### src/rtl/text_cell_renderer.sv
// Text-mode cell renderer: prefetches one glyph row per character cell from a synchronous
// font ROM and shifts it out as per-pixel colours with blink, block cursor and underrun flag.
module text_cell_renderer #(
   parameter int COL_WIDTH    = 8,
   parameter int ROW_HEIGHT   = 16,
   parameter int COLOR_BITS   = 4,
   parameter int BLINK_LOG2   = 5,
   parameter int CURSOR_START = 14
) (
   input  logic                            clk,
   input  logic                            reset,
   input  logic                            enable,
   input  logic                            frame_start,
   input  logic                            line_start,
   input  logic [$clog2(ROW_HEIGHT)-1:0]   glyph_y,
   input  logic                            pix_en,
   input  logic [7:0]                      next_char,
   input  logic [2*COLOR_BITS:0]           next_attr,
   input  logic                            next_cursor,
   output logic                            cell_ack,
   output logic [8+$clog2(ROW_HEIGHT)-1:0] rom_addr,
   input  logic [COL_WIDTH-1:0]            rom_data,
   output logic [COLOR_BITS-1:0]           pix_color,
   output logic                            pix_valid,
   output logic                            underrun
);
   localparam int YW = $clog2(ROW_HEIGHT);
   localparam int CW = $clog2(COL_WIDTH);
   localparam int AW = 2*COLOR_BITS+1;
   localparam logic [1:0] S_IDLE = 2'd0;
   localparam logic [1:0] S_ADDR = 2'd1;
   localparam logic [1:0] S_DATA = 2'd2;

   logic [1:0]            state_q, state_d;
   logic [8+YW-1:0]       rom_addr_q, rom_addr_d;
   logic [AW-1:0]         fetch_attr_q, fetch_attr_d;
   logic                  fetch_cursor_q, fetch_cursor_d;
   logic [COL_WIDTH-1:0]  staging_q, staging_d;
   logic [AW-1:0]         staged_attr_q, staged_attr_d;
   logic                  staged_cursor_q, staged_cursor_d;
   logic                  staged_valid_q, staged_valid_d;
   logic [COL_WIDTH-1:0]  shift_q, shift_d;
   logic [AW-1:0]         act_attr_q, act_attr_d;
   logic                  act_cursor_q, act_cursor_d;
   logic [CW-1:0]         col_q, col_d;
   logic [BLINK_LOG2-1:0] frame_cnt_q, frame_cnt_d;
   logic [COLOR_BITS-1:0] pix_color_q, pix_color_d;
   logic                  pix_valid_q, pix_valid_d;
   logic                  underrun_q, underrun_d;

   logic                  pix_go, load, launch, pix_bit, cur_sel, blank_px, phase, cursor_row;
   logic [AW-1:0]         attr_sel;

   function automatic logic [COLOR_BITS-1:0] cell_color(
      input logic          p,
      input logic [AW-1:0] attr,
      input logic          cursor,
      input logic          blink_phase,
      input logic          on_cursor_row
   );
      logic [COLOR_BITS-1:0] fg, bg, fg_eff;
      fg     = attr[COLOR_BITS-1:0];
      bg     = attr[2*COLOR_BITS-1:COLOR_BITS];
      fg_eff = (attr[2*COLOR_BITS] && blink_phase) ? bg : fg;
      // Cursor block is an inverted cell, shown only during the visible blink half
      if (cursor && on_cursor_row && !blink_phase) cell_color = p ? bg : fg;
      else                                          cell_color = p ? fg_eff : bg;
   endfunction

   assign pix_go     = pix_en && !line_start;
   assign load       = pix_go && (col_q == '0) && staged_valid_q;
   assign launch     = line_start || load;
   assign phase      = frame_cnt_q[BLINK_LOG2-1];
   assign cursor_row = int'(glyph_y) >= CURSOR_START;

   always_comb begin
      state_d         = state_q;
      rom_addr_d      = rom_addr_q;
      fetch_attr_d    = fetch_attr_q;
      fetch_cursor_d  = fetch_cursor_q;
      staging_d       = staging_q;
      staged_attr_d   = staged_attr_q;
      staged_cursor_d = staged_cursor_q;
      staged_valid_d  = staged_valid_q;
      shift_d         = shift_q;
      act_attr_d      = act_attr_q;
      act_cursor_d    = act_cursor_q;
      col_d           = col_q;
      underrun_d      = underrun_q;
      pix_color_d     = pix_color_q;
      pix_valid_d     = pix_go;
      frame_cnt_d     = frame_start ? frame_cnt_q + BLINK_LOG2'(1) : frame_cnt_q;
      pix_bit         = shift_q[COL_WIDTH-1];
      attr_sel        = act_attr_q;
      cur_sel         = act_cursor_q;
      blank_px        = 1'b0;

      // A launch (including a line_start abort) overrides whatever fetch is in flight
      if (launch) begin
         state_d        = S_ADDR;
         rom_addr_d     = {next_char, glyph_y};
         fetch_attr_d   = next_attr;
         fetch_cursor_d = next_cursor;
      end else begin
         case (state_q)
            S_ADDR:  state_d = S_DATA;
            S_DATA: begin
               state_d         = S_IDLE;
               staging_d       = rom_data;
               staged_attr_d   = fetch_attr_q;
               staged_cursor_d = fetch_cursor_q;
               staged_valid_d  = 1'b1;
            end
            default: state_d = S_IDLE;
         endcase
      end

      if (line_start) begin
         col_d          = '0;
         staged_valid_d = 1'b0;
         underrun_d     = 1'b0;
      end else if (pix_go) begin
         col_d = (col_q == CW'(COL_WIDTH-1)) ? '0 : col_q + CW'(1);
         if (col_q != '0) begin
            shift_d = shift_q << 1;
         end else if (staged_valid_q) begin
            pix_bit        = staging_q[COL_WIDTH-1];
            attr_sel       = staged_attr_q;
            cur_sel        = staged_cursor_q;
            shift_d        = staging_q << 1;
            act_attr_d     = staged_attr_q;
            act_cursor_d   = staged_cursor_q;
            staged_valid_d = 1'b0;
         end else begin
            shift_d    = '0;
            underrun_d = 1'b1;
            blank_px   = 1'b1;
         end
         pix_color_d = (enable && !blank_px) ?
                       cell_color(pix_bit, attr_sel, cur_sel, phase, cursor_row) : '0;
      end
   end

   always_ff @(posedge clk or posedge reset) begin
      if (reset) begin
         state_q         <= S_IDLE;
         rom_addr_q      <= '0;
         fetch_attr_q    <= '0;
         fetch_cursor_q  <= 1'b0;
         staging_q       <= '0;
         staged_attr_q   <= '0;
         staged_cursor_q <= 1'b0;
         staged_valid_q  <= 1'b0;
         shift_q         <= '0;
         act_attr_q      <= '0;
         act_cursor_q    <= 1'b0;
         col_q           <= '0;
         frame_cnt_q     <= '0;
         pix_color_q     <= '0;
         pix_valid_q     <= 1'b0;
         underrun_q      <= 1'b0;
      end else begin
         state_q         <= state_d;
         rom_addr_q      <= rom_addr_d;
         fetch_attr_q    <= fetch_attr_d;
         fetch_cursor_q  <= fetch_cursor_d;
         staging_q       <= staging_d;
         staged_attr_q   <= staged_attr_d;
         staged_cursor_q <= staged_cursor_d;
         staged_valid_q  <= staged_valid_d;
         shift_q         <= shift_d;
         act_attr_q      <= act_attr_d;
         act_cursor_q    <= act_cursor_d;
         col_q           <= col_d;
         frame_cnt_q     <= frame_cnt_d;
         pix_color_q     <= pix_color_d;
         pix_valid_q     <= pix_valid_d;
         underrun_q      <= underrun_d;
      end
   end

   assign cell_ack  = launch;
   assign rom_addr  = rom_addr_q;
   assign pix_color = pix_color_q;
   assign pix_valid = pix_valid_q;
   assign underrun  = underrun_q;

endmodule

### config.mk
export PLATFORM = sky130hd
export DESIGN_NAME = text_cell_renderer
export DESIGN_NICKNAME = d
export VERILOG_FILES = /design/src/rtl/text_cell_renderer.sv
export SDC_FILE = /design/constraint.sdc
export NUM_CORES = 1
export LEC_CHECK = 0
export ABC_AREA = 1
export ABC_CLOCK_PERIOD_IN_PS = 7300
export CELL_PAD_IN_SITES_DETAIL_PLACEMENT = 1
export CELL_PAD_IN_SITES_GLOBAL_PLACEMENT = 1
export CORE_MARGIN = 10
export CORE_UTILIZATION = 42
export CTS_CLUSTER_DIAMETER = 200
export DETAILED_ROUTE_END_ITERATION = 12
export GPL_ROUTABILITY_DRIVEN = 1
export GPL_TIMING_DRIVEN = 0
export PLACE_DENSITY = 0.86
export RECOVER_POWER = 50
export SLEW_MARGIN = 15
export SYNTH_ARGS = -nofsm -noshare
export SYNTH_HDL_FRONTEND = slang
export SYNTH_SLANG_ARGS = --single-unit
### constraint.sdc
create_clock -name clk -period 7.3 [get_ports clk]
set_input_delay 1.46 -clock clk [delete_from_list [all_inputs] [get_ports clk]]
set_output_delay 1.46 -clock clk [all_outputs]
set_load 0.05 [all_outputs]
==> results.json, run 1 <==
{
  "io_buffers": 54,
  "synth_flop_cell": "dfrtp_1",
  "cts_tree": "built",
  "grt_first_pass_wirelength_um": 14300,
  "worst_pin_slew_ns": 3.09,
  "syn_nets": 402,
  "cp-startpoint": "line_start",
  "coreArea_um2": 7330,
  "grt_usage_pct": 15.7,
  "routed_via_density": 5.03,
  "p_per_area_nw_per_um2": 277,
  "via_count": 2675,
  "yosys.area.top_type": "dfrtp_1",
  "synth_area_um2": 3200,
  "slew_viol_final": 60,
  "h-tree-depth": 3,
  "maxCapViolCount": 1,
  "setup_viol_count_final": 0,
  "grt_max_degree": 60,
  "globalRouteMet1Util_pct": 17.0,
  "synth_top_family_by_area": "simple AND/OR/NAND/NOR gates",
  "synth_edf_count": 0,
  "synth_seq_cells": 74,
  "cp-start-kind": "input pin",
  "r2r_slack_ns": 5.40,
  "internal_power_uw": 777,
  "drtPass1Iterations": 4,
  "cpPeakStageDelay_ns": 0.85,
  "cp_cell_sequence": "dlygate4sd3_1, nor2_1, inv_2, nor2_4, nor2_4, inv_2, buf_2, clkdlybuf4s50_1",
  "status": "finished, violations left",
  "place_congestion": 0.775,
  "final_antenna_net_count": 0,
  "fmax_mhz": 181,
  "clockPowerShare_pct": 32.1,
  "syn_area_per_cell_um2": 8.84,
  "finalCriticalPeriod_ns": 5.51,
  "synth-compound-area-share_pct": 9.85,
  "die_h_um": 107,
  "seqPwrFrac_pct": 46.8,
  "synth_cell_types": 27,
  "rows": 31,
  "worst_setup_path_end_kind": "primary output",
  "ios": 55,
  "worst_r2r_endpoint": "staged_attr_q[5]",
  "setup_tns_ns": 0,
  "slew-limit-headroom_pct": -106,
  "numCtsBuffers": 9,
  "power.leakage_uw": 0.00198,
  "hold_path_class": "register to register",
  "wl_per_cell_um": 16.3,
  "rsz0062_at_grt": "no",
  "critPathMaxFanout": 11,
  "wl_um": 8650,
  "synth_mux_area_share_pct": 0.352,
  "cp.arrival_ns": 4.05,
  "timing.final.crit_share_pct": 75.5,
  "yosysMostFrequentCell": "nand2_1",
  "vdd_drop_max_uv": 151,
  "cts_resized": 0,
  "synthXorXnorAreaFrac_pct": 1.09,
  "crit_slowest_cell": "clkdlybuf4s50_1",
  "critical_path_class": "input pin to primary output",
  "area_delta_synth_final_pct": 27.9,
  "die_w_um": 107,
  "clk_path_buf_depth": 2,
  "hpwl_um": 6240,
  "grt_util_met2_pct": 26.5,
  "timing_hold_violations_final": 0,
  "synthTopCellsByCount": "125 x nand2_1, 74 x dfrtp_1, 47 x inv_1",
  "clock_sinks": 74,
  "die_area_um2": 11500,
  "clk_pin_slew_ns": 0.08,
  "final_layout_size_suffix_gt1_share_pct": 8.55,
  "seq_area_frac_synth_pct": 57.8,
  "fin_nets": 468,
  "drc": 0,
  "start_util_pct": 43.7,
  "insertedDiodeCount": 0,
  "swShare_pct": 31.5,
  "yosys_warnings": 0,
  "cp-endpoint": "cell_ack",
  "globalRouteOverflowTotal": 0,
  "clock_skew_ns": 0.00714,
  "synthArstFlopShare_pct": 100,
  "required_ns": 5.84,
  "finalPower_uw": 1130,
  "netlist_instances": 362,
  "top_usage_layer": "met2",
  "clock_latency_ns": 0.35,
  "synthAdderAreaFrac_pct": 1.56,
  "synth-simple-area-share_pct": 21.5,
  "synthTopCellsByArea": "dfrtp_1 58%, nand2_1 15%, inv_1 5.5%",
  "dr.first_iter.drc_count": 80,
  "cts_root_buffer": "clkbuf_8",
  "p_comb_share_pct": 21.1,
  "violations": "capacitance limit, slew limit",
  "antenna_found_initial": 0,
  "timing.rr.start": "col_q[0]",
  "rr_worst_depth": 9,
  "grt_pass1_vias": 2958,
  "grt_use_met3_pct": 5.75,
  "ctsHoldBuffers": 0,
  "cts_setup_buffers": 0,
  "synth_top_cell_area_share_pct": 57.8,
  "p_sw_uw": 357
}
==> cells in the final DEF, fill, tap and decap left out, types with 3 or more instances in the layout <==
| master | n |
|---|---|
| clkbuf_8 | 10 |
| o21ai_0 | 31 |
| xor2_1 | 3 |
| nand2_1 | 125 |
| buf_2 | 8 |
| dfrtp_1 | 74 |
| nor2_1 | 7 |
| o21ai_1 | 18 |
| o221ai_1 | 4 |
| inv_1 | 46 |
| nand3_1 | 18 |
| dlygate4sd3_1 | 3 |
| ha_1 | 4 |
| nand4_1 | 4 |
| clkdlybuf4s50_1 | 51 |
==> through the flow <==
step	hold slack (ns)	instances	worst slack, ns	utilization (%)	instance area [um2]
after detailed placement	0.467	516	1.98	53.1	3900
final	0.481	532	1.79	55.9	4100
after floorplan	0.446	362	3.52	-	3200
after global routing	0.513	532	1.67	55.9	4100
after global placement	0.463	515	2.05	52.7	3870
after CTS	0.488	532	1.96	56.3	4120
==> kinds of logic after synthesis <==
| logic type | Yosys count |
|---|---|
| buffers and inverters | 60 |
| multiplexers | 1 |
| AO/OA/AOI/OAI | 58 |
| flip-flops | 74 |
| AND/OR/NAND/NOR | 161 |
| XOR/XNOR | 4 |
| adder cells (fa/ha/maj) | 4 |
==> sequential cells by signal, indices dropped and copies added (netlist names) <==
signal	flops
col_q	3
state_q	2
fetch_attr_q	9
pix_color	4
frame_cnt_q	5
staging_q	8
act_cursor_q	1
underrun	1
shift_q	7
pix_valid	1
staged_attr_q	9
staged_valid_q	1
rom_addr	12
fetch_cursor_q	1
staged_cursor_q	1
act_attr_q	9
==> layer usage <==
metal  routed length [um]  vias to the layer above  share of wire [%]
met2                 4440                       72                 51
met1                 3400                     1299                 39
met4                  284                        0                3.3
li1                     -                     1279                  -
met3                  514                       25                5.9
met5                    0                        -                  0
==> cell type report <==
cell class                      instances  area (um2)
Multi-Input combinational cell        228        1100
Clock inverter                          6        90.1
Fill cell                             843        3230
Inverter                               49         185
Sequential cell                        74        1850
Tap cell                               99         124
Buffer                                 11        66.3
Timing Repair Buffer                   55         544
Clock buffer                           10         138
==> how the worst min path moves through the flow <==
stage               depth (start not counted)              to  slack, ns      startpoint
global route                                2     rom_addr[1]       0.51     rom_addr[1]
CTS                                         2    pix_color[2]       0.49    pix_color[2]
floorplan                                   1  frame_cnt_q[3]       0.45  frame_cnt_q[3]
global placement                            2     rom_addr[9]       0.46     rom_addr[9]
detailed placement                          2    pix_color[2]       0.47    pix_color[2]
finish                                      2    pix_color[2]       0.48    pix_color[2]
==> worst max-delay path: cells and delay by family <==
kind,cells,cell delay [ns]
buf+inv,5,2.03
simple gates,3,0.55
==> power groups by stage <==
| stage | clock network (uW) | registers (uW) | logic (uW) |
|---|---|---|---|
| after detailed placement | 0 | 536 | 241 |
| after global routing | 392 | 540 | 272 |
| after global placement | 0 | 529 | 222 |
| after CTS | 374 | 531 | 247 |
| final | 364 | 531 | 239 |
| after floorplan | 0 | 553 | 129 |
Note: power is estimated with default switching activity, not from simulation.
==> inputs of run 2 (changes only) <==
--- a/config.mk
+++ b/config.mk
@@ -6,16 +6,16 @@
 export NUM_CORES = 1
 export LEC_CHECK = 0
 export ABC_AREA = 1
-export ABC_CLOCK_PERIOD_IN_PS = 7300
+export ABC_CLOCK_PERIOD_IN_PS = 5400
 export CELL_PAD_IN_SITES_DETAIL_PLACEMENT = 1
 export CELL_PAD_IN_SITES_GLOBAL_PLACEMENT = 1
 export CORE_MARGIN = 10
-export CORE_UTILIZATION = 42
+export CORE_UTILIZATION = 39
 export CTS_CLUSTER_DIAMETER = 200
 export DETAILED_ROUTE_END_ITERATION = 12
 export GPL_ROUTABILITY_DRIVEN = 1
 export GPL_TIMING_DRIVEN = 0
-export PLACE_DENSITY = 0.86
+export PLACE_DENSITY = 0.81
 export RECOVER_POWER = 50
 export SLEW_MARGIN = 15
 export SYNTH_ARGS = -nofsm -noshare
==> constraint.sdc (replaced) <==
create_clock -name clk -period 5.4 [get_ports clk]
set_input_delay 1.08 -clock clk [delete_from_list [all_inputs] [get_ports clk]]
set_output_delay 1.08 -clock clk [all_outputs]
set_load 0.05 [all_outputs]
==> run 2 against run 1 <==
Effect of this change: the flow now finishes without violations; routed wire length is 7.9% lower; critical path depth is the same; total power up 31%; highest routed layer unchanged; core utilization is 3.6 points lower; first-iteration DRC count increased by 21%; non-clock buffer count stayed put; worst hold slack got worse by 0.0011 ns; clock-buffer cell count rose by 1; final cell count up 0.19%; die area is 6.2% higher.
==> results.json, run 2 (same netlist as run 1, synthesis figures left out) <==
{
  "via_count": 2622,
  "finalCriticalPeriod_ns": 4.70,
  "numCtsBuffers": 9,
  "clk_path_buf_depth": 2,
  "insertedDiodeCount": 0,
  "finalPower_uw": 1490,
  "hold_path_class": "register to register",
  "fmax_mhz": 213,
  "p_per_area_nw_per_um2": 363,
  "ctsHoldBuffers": 0,
  "vdd_drop_max_uv": 143,
  "die_h_um": 111,
  "rsz0062_at_grt": "no",
  "routed_via_density": 4.92,
  "hpwl_um": 6000,
  "area_delta_synth_final_pct": 28.1,
  "wl_um": 7970,
  "grt_first_pass_wirelength_um": 13900,
  "grt_pass1_vias": 2914,
  "critPathMaxFanout": 11,
  "power.leakage_uw": 0.00198,
  "slew-limit-headroom_pct": 43.6,
  "clk_pin_slew_ns": 0.08,
  "die_area_um2": 12200,
  "cp-start-kind": "input pin",
  "fin_nets": 468,
  "required_ns": 4.32,
  "clock_skew_ns": 0.0123,
  "final_common_cell": "nand2_1",
  "io_buffers": 54,
  "drtPass1Iterations": 4,
  "grt_usage_pct": 13.4,
  "fillCellCount": 950,
  "placed_area_um2": 3900,
  "cts_resized": 0,
  "timing.final.crit_share_pct": 87.0,
  "die_w_um": 111,
  "status": "finished, final reports clean",
  "largest_reg_flops": 12,
  "drc": 0,
  "final_cell_area_um2": 4100,
  "place_congestion": 0.764,
  "cp.arrival_ns": 3.62,
  "clock_latency_ns": 0.34,
  "critical_path_class": "input pin to primary output",
  "antenna_found_initial": 0,
  "cts_tree": "built",
  "cts_setup_buffers": 0,
  "slew_viol_final": 0,
  "worst_pin_slew_ns": 0.842,
  "globalRouteOverflowTotal": 0,
  "dr.first_iter.drc_count": 97,
  "rows": 32,
  "coreArea_um2": 7850,
  "final_layout_size_suffix_gt1_share_pct": 8.12,
  "whs_ns": 0.480,
  "setup_viol_count_final": 0,
  "final_antenna_net_count": 0,
  "h-tree-depth": 3,
  "maxCapViolCount": 0,
  "setup_tns_ns": 0,
  "start_util_pct": 40.8,
  "worst_setup_path_end_kind": "primary output",
  "timing_hold_violations_final": 0,
  "clock_sinks": 74,
  "cts_root_buffer": "clkbuf_8",
  "grt_max_degree": 59,
  "ios": 55,
  "wl_per_cell_um": 14.9,
  "layout_common_cells": "125 x nand2_1, 74 x dfrtp_1, 51 x clkdlybuf4s50_1"
}
[run 2: path summary, 6_finish.rpt]
path / start / slack (ns) / to / cells after the start
max in group asynchronous: reset / 3.38 / staging_q[3] / 3
min in group asynchronous: reset / 1.31 / staged_attr_q[5] / 2
worst min register to register: staging_q[3] / 0.48 / shift_q[4] / 2
worst max-delay path: line_start / 0.70 / cell_ack / 8
worst max register to register: col_q[0] / 3.41 / pix_color[2] / 9
worst min-delay path: staging_q[3] / 0.48 / shift_q[4] / 2
[run 2: per-layer routing]
metal	wire [um]	GRT usage, %	up-vias
met4	106	4.92	0
met2	4010	23.0	53
li1	-	-	1272
met5	0	0	-
met3	451	3.78	12
met1	3390	15.3	1285
[run 2: worst max-delay path, cell delays in order]
cell	delay, ns
dlygate4sd3_1	0.63
nor2_1	0.30
inv_2	0.14
nor2_4	0.14
nor2_4	0.08
inv_2	0.12
buf_2	0.26
clkdlybuf4s50_1	0.85
[run 2: per-stage QoR]
stage	setup slack [ns]	cells	util, %
3_5_place_dp	0.876	519	49.7
6_report	0.702	533	52.3
3_3_place_gp	0.883	518	49.3
2_1_floorplan	2.38	362	-
5_1_grt	0.498	533	52.3
4_1_cts	0.862	533	52.3
[run 2: area by class of cell]
type	count	area, um2	share of cell area (%)
multi-input combinational	228	1100	26.7
inverter	49	185	4.51
clock buffer	11	141	3.45
tap	102	128	3.11
buffer	11	66.3	1.62
timing repair buffer	55	568	13.8
clock inverter	3	65.1	1.59
sequential	74	1850	45.1
[run 2: power by group]
part | switching, uW | internal (uW) | leakage [uW] | total, uW
registers | 58.9 | 653 | 0.000938 | 712
logic | 192 | 126 | 0.000937 | 319
clock network | 193 | 267 | 0.000105 | 460
total | 444 | 1050 | 0.00198 | 1490
